[src/rtl/unary_binary_decode.sv]
// Serial de-binarizer for HEVC unary / truncated-unary bin strings.
// Counts leading ones one bin per cycle and reports the value and bin count.
module unary_binary_decode #(
  parameter int VALUE_WIDTH = 8,
  parameter int CMAX_WIDTH  = 3,
  parameter int LEN_WIDTH   = 9
) (
  input  logic                   clk,
  input  logic                   rst_n,
  input  logic                   start_i,
  input  logic [CMAX_WIDTH-1:0]  cMax,
  input  logic                   sel,
  input  logic                   bin_i,
  input  logic                   bin_valid_i,
  output logic                   bin_ready_o,
  output logic [VALUE_WIDTH-1:0] Value_o,
  output logic [LEN_WIDTH-1:0]   Bin_length_o,
  output logic                   Done_o,
  output logic                   busy_o,
  output logic                   err_o
);

  typedef enum logic [1:0] {
    S_IDLE   = 2'd0,
    S_DECODE = 2'd1,
    S_DONE   = 2'd2
  } state_t;

  localparam logic [VALUE_WIDTH-1:0] COUNT_MAX = {VALUE_WIDTH{1'b1}};

  state_t                 state_q;
  logic                   sel_q;
  logic [CMAX_WIDTH-1:0]  cmax_q;
  logic [VALUE_WIDTH-1:0] count_q;
  logic [VALUE_WIDTH-1:0] value_q;
  logic [LEN_WIDTH-1:0]   len_q;
  logic                   done_q;
  logic                   busy_q;
  logic                   ready_q;
  logic                   err_q;

  logic [VALUE_WIDTH-1:0] count_inc_s;
  logic [VALUE_WIDTH-1:0] cmax_ext_s;
  logic [LEN_WIDTH-1:0]   len_inc_s;

  // count+1 is formed at LEN_WIDTH for the length so the saturated case reports 2^VALUE_WIDTH
  assign count_inc_s = count_q + VALUE_WIDTH'(1);
  assign cmax_ext_s  = VALUE_WIDTH'(cmax_q);
  assign len_inc_s   = LEN_WIDTH'(count_q) + LEN_WIDTH'(1);

  assign bin_ready_o  = ready_q;
  assign Value_o      = value_q;
  assign Bin_length_o = len_q;
  assign Done_o       = done_q;
  assign busy_o       = busy_q;
  assign err_o        = err_q;

  // Decode FSM; all outputs are registered alongside the state
  always_ff @(posedge clk) begin
    if (!rst_n) begin
      state_q <= S_IDLE;
      sel_q   <= 1'b0;
      cmax_q  <= {CMAX_WIDTH{1'b0}};
      count_q <= {VALUE_WIDTH{1'b0}};
      value_q <= {VALUE_WIDTH{1'b0}};
      len_q   <= {LEN_WIDTH{1'b0}};
      done_q  <= 1'b0;
      busy_q  <= 1'b0;
      ready_q <= 1'b0;
      err_q   <= 1'b0;
    end else begin
      case (state_q)
        S_IDLE: begin
          done_q <= 1'b0;
          if (start_i) begin
            sel_q   <= sel;
            cmax_q  <= cMax;
            count_q <= {VALUE_WIDTH{1'b0}};
            value_q <= {VALUE_WIDTH{1'b0}};
            len_q   <= {LEN_WIDTH{1'b0}};
            err_q   <= 1'b0;
            busy_q  <= 1'b1;
            // TRU with cMax=0 has an empty bin string
            if (!sel && (cMax == {CMAX_WIDTH{1'b0}})) begin
              state_q <= S_DONE;
              done_q  <= 1'b1;
              ready_q <= 1'b0;
            end else begin
              state_q <= S_DECODE;
              ready_q <= 1'b1;
            end
          end else begin
            busy_q  <= 1'b0;
            ready_q <= 1'b0;
          end
        end
        S_DECODE: begin
          if (bin_valid_i) begin
            if (!bin_i) begin
              value_q <= count_q;
              len_q   <= len_inc_s;
              state_q <= S_DONE;
              done_q  <= 1'b1;
              ready_q <= 1'b0;
            end else if (!sel_q && (count_inc_s == cmax_ext_s)) begin
              value_q <= cmax_ext_s;
              len_q   <= LEN_WIDTH'(cmax_q);
              state_q <= S_DONE;
              done_q  <= 1'b1;
              ready_q <= 1'b0;
            end else if (sel_q && (count_q == COUNT_MAX)) begin
              value_q <= COUNT_MAX;
              len_q   <= len_inc_s;
              err_q   <= 1'b1;
              state_q <= S_DONE;
              done_q  <= 1'b1;
              ready_q <= 1'b0;
            end else begin
              count_q <= count_inc_s;
            end
          end else begin
            count_q <= count_q;
          end
        end
        S_DONE: begin
          state_q <= S_IDLE;
          done_q  <= 1'b0;
          busy_q  <= 1'b0;
          ready_q <= 1'b0;
        end
        default: begin
          state_q <= S_IDLE;
          done_q  <= 1'b0;
          busy_q  <= 1'b0;
          ready_q <= 1'b0;
        end
      endcase
    end
  end

endmodule

[config.mk]
export PLATFORM = sky130hd
export DESIGN_NAME = unary_binary_decode
export DESIGN_NICKNAME = d
export VERILOG_FILES = /design/src/rtl/unary_binary_decode.sv
export SDC_FILE = /design/constraint.sdc
export NUM_CORES = 1
export LEC_CHECK = 0
export ABC_AREA = 1
export CORE_ASPECT_RATIO = 0.9
export CORE_UTILIZATION = 57
export CTS_CLUSTER_DIAMETER = 200
export DETAILED_ROUTE_END_ITERATION = 6
export PLACE_DENSITY = 0.84
export SLEW_MARGIN = 20
export SYNTH_ARGS = -nofsm -noshare
export SYNTH_HDL_FRONTEND = slang
export SYNTH_SLANG_ARGS = --single-unit
[constraint.sdc]
create_clock -name clk -period 3.4 [get_ports clk]
set_input_delay 0.51 -clock clk [delete_from_list [all_inputs] [get_ports clk]]
set_output_delay 0.51 -clock clk [all_outputs]
set_load 0.05 [all_outputs]
==> impl_metrics.env, run 1 <==
export IMPL_drtAntennaViolNets=0
export IMPL_setup_tns_ns=0
export IMPL_firstDrtPassIters=4
export IMPL_numCtsBuffers=5
export IMPL_cts_tree="built"
export IMPL_diodes=0
export IMPL_ys_warn_count=0
export IMPL_fmax_mhz=456.5
export IMPL_globalRouteTotalUtil_pct=25.75
export IMPL_place_ws_ns=0.9408
export IMPL_ioPinCount=30
export IMPL_max_slew_margin_rel_pct=56.22
export IMPL_grt_start_max_net_pins=20
export IMPL_async_flop_share_pct=0
export IMPL_ys_seq_area_share_pct=36.32
export IMPL_grt_overflow=0
export IMPL_dpl_hpwl_mm=3.204
export IMPL_setup_viol_count_final=0
export IMPL_clk_pin_slew_ns=0.07
export IMPL_worst_pin_slew_ns=0.6547
export IMPL_place_congestion=0.9324
export IMPL_syn_avg_cell_area_um2=6.410
export IMPL_h_tree_depth=2
export IMPL_vias=1867
export IMPL_synth_top_cells_by_area="dfxtp_1, nand2_1, nor2_1"
export IMPL_ys_types=28
export IMPL_drive_above_1_share_pct=13.25
export IMPL_hold_class="flip-flop to flip-flop"
export IMPL_start_util_pct=61.48
export IMPL_core_area_um2=3138
export IMPL_finalCritPeriodShare_pct=64.43
export IMPL_synthCells=301
export IMPL_ys_ff_latch=35
export IMPL_grt_setup_unrepaired="no"
export IMPL_synth_edf_count=0
export IMPL_worstPathRequired_ns=3.62
export IMPL_min_period_ns=2.191
export IMPL_antenna_found_initial=0
export IMPL_cts_path_max_buffers=2
export IMPL_start_kind="input pin"
export IMPL_die_x_um=63.33
export IMPL_dieHeight_um=57.20
export IMPL_num_rows=19
export IMPL_maxCapViolCount=0
export IMPL_postCtsSetupRepairBufs=0
export IMPL_syn_num_nets=311
export IMPL_slew_violations=0
export IMPL_synthTopCellsByCount="nand2_1, nor2_1, dfxtp_1, inv_1, nor2_2"
export IMPL_wl_per_cell_um=11.28
export IMPL_drt_wl_total_mm=4.218
export IMPL_cts_hold_buf=0
export IMPL_crit_type="input pin to flip-flop"
export IMPL_worst_path_max_fanout=13
export IMPL_die_area_um2=3622
export IMPL_synth_top_area_cell="dfxtp_1"
export IMPL_grt_pass1_vias=1681
export IMPL_fin_skew_ns=0.005138
export IMPL_final_nets=341
export IMPL_grt_pass1_wl_mm=7.314
export IMPL_endpoint_kind="flip-flop"
export IMPL_portBuffers=29
export IMPL_hold_violations=0
export IMPL_synthFlopType="dfxtp_1"
export IMPL_cts_resized=0
export IMPL_post_route_drc_count=0
export IMPL_power_density_nw_per_um2=634.5
export IMPL_outcome="completed"
export IMPL_syn_to_final_growth_pct=20.62
export IMPL_initialDrtViolationCount=131
export IMPL_p_leak_nw=1.059
export IMPL_vias_per_cell=4.992
export IMPL_yosysTopAreaCellShare_pct=36.32
export IMPL_worst_slack_ns=1.209
export IMPL_clk_root_buffer_cell="clkbuf_8"
export IMPL_worstPathArrival_ns=2.41
export IMPL_cts_sinks=35
export IMPL_syn_area_um2=1929
export IMPL_yosysMostFrequentCell="nand2_1"
export IMPL_insertion_delay_ns=0.29
export IMPL_vdd_drop_max_mv=0.4497
==> routing by layer <==
layer,track usage [%],vias to the layer above,wire [um]
met5,0,-,0
met4,7.792,0,45
met3,6.200,5,255
met2,41.03,44,1854
met1,34.63,844,2063
li1,-,974,-
==> worst max-delay path, cell delays in order <==
cell             delay (ns)
clkdlybuf4s50_1        0.66
clkinv_1               0.30
nand2_1                0.13
nand4_1                0.44
nand2_1                0.20
nand2_1                0.07
nor2_1                 0.10
==> area by class of cell <==
| type | instances | area, um^2 |
|---|---|---|
| clock buffers | 8 | 100.1 |
| repair buffers | 30 | 297.8 |
| multi-input cells | 217 | 1011 |
| inverters | 42 | 165.2 |
| fillers | 270 | 810.8 |
| flip-flops and latches | 35 | 700.7 |
| well taps | 42 | 52.55 |
==> report_power, final <==
part           leakage, nW  switching [mW]  internal (mW)
clock               0.0515           0.144          0.185
combinational        0.719           0.421          0.197
sequential           0.289          0.0519          0.478
total                 1.06           0.617          0.860
==> per-stage QoR <==
| stage | area, um^2 | total power, mW | util, % | instances | hold slack, ns |
|---|---|---|---|---|---|
| finish | 2327 | 1.477 | 74.16 | 374 | 0.4573 |
| detailed placement | 2227 | 1.153 | 70.97 | 366 | 0.4478 |
| floorplan | 1929 | 1.011 | - | 301 | 0.4494 |
| global placement | 2227 | 1.140 | 70.97 | 366 | 0.4404 |
| global route | 2327 | 1.565 | 74.16 | 374 | 0.4830 |
| CTS | 2327 | 1.484 | 74.16 | 374 | 0.4590 |
==> path summary, 6_finish.rpt <==
check                   from         endpoint  slack [ns]  cells after the start
setup reg to reg  count_q[0]  Bin_length_o[8]        1.22                     12
hold / removal         err_o            err_o        0.46                      2
setup / recovery       bin_i       count_q[0]        1.21                      7
hold reg to reg        err_o            err_o        0.46                      2
==> state kept, by name, summed over array words and instances (netlist names), 2 cells and up <==
signal,flops
cmax_q,3
Value_o,8
count_q,8
state_q,2
Bin_length_o,9
==> placed cells by master, fill, tap and decap left out, types with 2 or more instances in the layout <==
cell type and count:
clkinv_1 3, clkdlybuf4s50_1 29, inv_2 3, clkbuf_8 7
dfxtp_1 35, nand2_2 2, nand3_1 14, nand2_1 94
nor2_2 24, nand4_1 5, inv_1 35, a21oi_1 19
o21ai_0 8, nor2_1 40
==> logic make-up (layout without fill, tap and decap cells) <==
group,count (synthesis),in the layout,share of synthesized area (%)
buffers and inverters,49,80,11.28
and+or+nand+nor,187,187,43.64
DFF,35,35,36.32
AOI/OAI and AO/OA,28,28,7.263
xor gates and xnor gates,1,1,0.8433
adders and majority gates,1,1,0.6484
Power figures use the tool's default switching activity.
==> run 2, diff against run 1 <==
Settings changed: CORE_UTILIZATION 57 to 53, PLACE_DENSITY 0.84 to 0.79.
Clock period 3.4 ns to 2.2 ns, I/O delays scaled along.
==> impl_metrics.env, run 2 (synthesis gave the netlist of run 1 again) <==
export IMPL_outcome="completed"
export IMPL_start_util_pct=56.28
export IMPL_cts_path_max_buffers=2
export IMPL_crit_type="flip-flop to flip-flop"
export IMPL_diodes=0
export IMPL_setup_viol_count_final=0
export IMPL_power_internal_mw=1.271
export IMPL_post_route_drc_count=0
export IMPL_min_period_ns=1.968
export IMPL_dieHeight_um=59.24
export IMPL_finalCritPeriodShare_pct=89.47
export IMPL_antenna_found_initial=0
export IMPL_worst_slack_ns=0.2317
export IMPL_cts_tree="built"
export IMPL_layout_common_cells="nand2_1, nor2_1, inv_1"
export IMPL_globalRouteTotalUtil_pct=24.29
export IMPL_grt_pass1_vias=1615
export IMPL_switchingPower_uw=938.9
export IMPL_grt_setup_unrepaired="no"
export IMPL_dpl_hpwl_mm=3.106
export IMPL_endpoint_kind="flip-flop"
export IMPL_p_sw_share_pct=42.48
export IMPL_p_comb_share_pct=43.6
export IMPL_h_tree_depth=2
export IMPL_clkPwrFrac_pct=19.2
export IMPL_final_cell_area_um2=2350
export IMPL_place_ws_ns=0.1472
export IMPL_ioPinCount=30
export IMPL_grt_overflow=0
export IMPL_grt_pass1_wl_mm=7.093
export IMPL_final_cells=379
export IMPL_insertion_delay_ns=0.29
export IMPL_numCtsBuffers=5
export IMPL_hold_class="flip-flop to flip-flop"
export IMPL_utilization_pct=68.54
export IMPL_hold_worst_slack_ns=0.4674
export IMPL_rrSetupSlack_ns=0.23
export IMPL_placed_cells=372
export IMPL_die_x_um=65.60
export IMPL_worstPathRequired_ns=2.39
export IMPL_power_density_nw_per_um2=940.5
export IMPL_firstDrtPassIters=5
export IMPL_portBuffers=29
export IMPL_core_area_um2=3428
export IMPL_die_area_um2=3886
export IMPL_vdd_drop_max_mv=0.5142
export IMPL_start_kind="flip-flop"
export IMPL_drtAntennaViolNets=0
export IMPL_worstPathArrival_ns=2.15
export IMPL_pwr_share_seq_pct=37.3
export IMPL_maxCapViolCount=0
export IMPL_worst_pin_slew_ns=0.5181
export IMPL_setup_tns_ns=0
export IMPL_grt_start_max_net_pins=33
export IMPL_initialDrtViolationCount=110
export IMPL_max_slew_margin_rel_pct=65.35
export IMPL_place_congestion=0.9120
export IMPL_cts_sinks=35
export IMPL_drt_wl_total_mm=4.175
export IMPL_slew_violations=0
export IMPL_num_rows=20
export IMPL_p_leak_nw=1.068
export IMPL_largest_reg_flops=9
export IMPL_syn_to_final_growth_pct=21.79
export IMPL_clk_pin_slew_ns=0.06
export IMPL_vias=1845
export IMPL_final_nets=346
export IMPL_place_area_um2=2260
export IMPL_worst_path_max_fanout=18
export IMPL_wl_per_cell_um=11.02
export IMPL_fin_skew_ns=0.001817
export IMPL_p_total_mw=2.210
export IMPL_vias_per_cell=4.868
export IMPL_layout_commonest_cell="nand2_1"
export IMPL_fmax_mhz=508.0
export IMPL_hold_violations=0
export IMPL_drive_above_1_share_pct=14.93
export IMPL_clk_root_buffer_cell="clkbuf_8"
==> run 2: changes by cell type in the layout (fill, tap and decap cells not counted), sizes merged <==
cell and change:
inv -1, clkbuf -2, clkinv +1, buf +5
==> run 2: final cells by class <==
| cell class | count | area, um^2 |
|---|---|---|
| sequential | 35 | 703.2 |
| fill | 300 | 1079 |
| multi-input combinational | 217 | 1013 |
| clock buffer | 6 | 72.57 |
| timing repair buffer | 35 | 335.3 |
| inverter | 42 | 170.2 |
| tap | 44 | 55.05 |
==> run 2: power groups by stage <==
stage | combinational [mW] | sequential (mW) | clock (mW)
after floorplan | 0.525 | 1.04 | 0
after global placement | 0.943 | 0.828 | 0
after detailed placement | 0.953 | 0.834 | 0
after CTS | 0.956 | 0.820 | 0.428
after global routing | 1.06 | 0.836 | 0.460
final | 0.963 | 0.823 | 0.423
==> run 2: critical path, cell delays in order (launching register included) <==
cell and delay (ns):
dfxtp_2 0.35, ha_2 0.32, inv_1 0.05, nand2_1 0.06, nand3_1 0.06, nor2_1 0.08
nand2_1 0.07, nor2_2 0.17, nand3_2 0.13, nand3_4 0.11, nand2_4 0.16, clkinv_8 0.15
nand2_1 0.06, nand2_1 0.07, nor2_2 0.04
==> run 2: final timing paths <==
kind,startpoint,to,cells after the start
min reg2reg,busy_o,busy_o,2
max,count_q[0],Value_o[3],14
min,busy_o,busy_o,2
max reg2reg,count_q[0],Value_o[3],14
==> run 2: routing by layer <==
layer | wire length, um | GRT usage, % | up-vias | part of all wire, %
li1 | - | - | 986 | -
met1 | 1998 | 31.79 | 817 | 48
met2 | 1927 | 39.62 | 36 | 46
met3 | 188 | 5.385 | 6 | 4.5
met4 | 60 | 8.385 | 0 | 1.4
met5 | 0 | 0 | - | 0
==> run 2: repair_timing <==
item                                    4_1_cts  5_1_grt
hold endpoints to repair                      0        0
setup buffers                                 0        1
endpoints found under the setup margin        0       17
hold buffers                                  0        0
gates resized for setup                       0        4
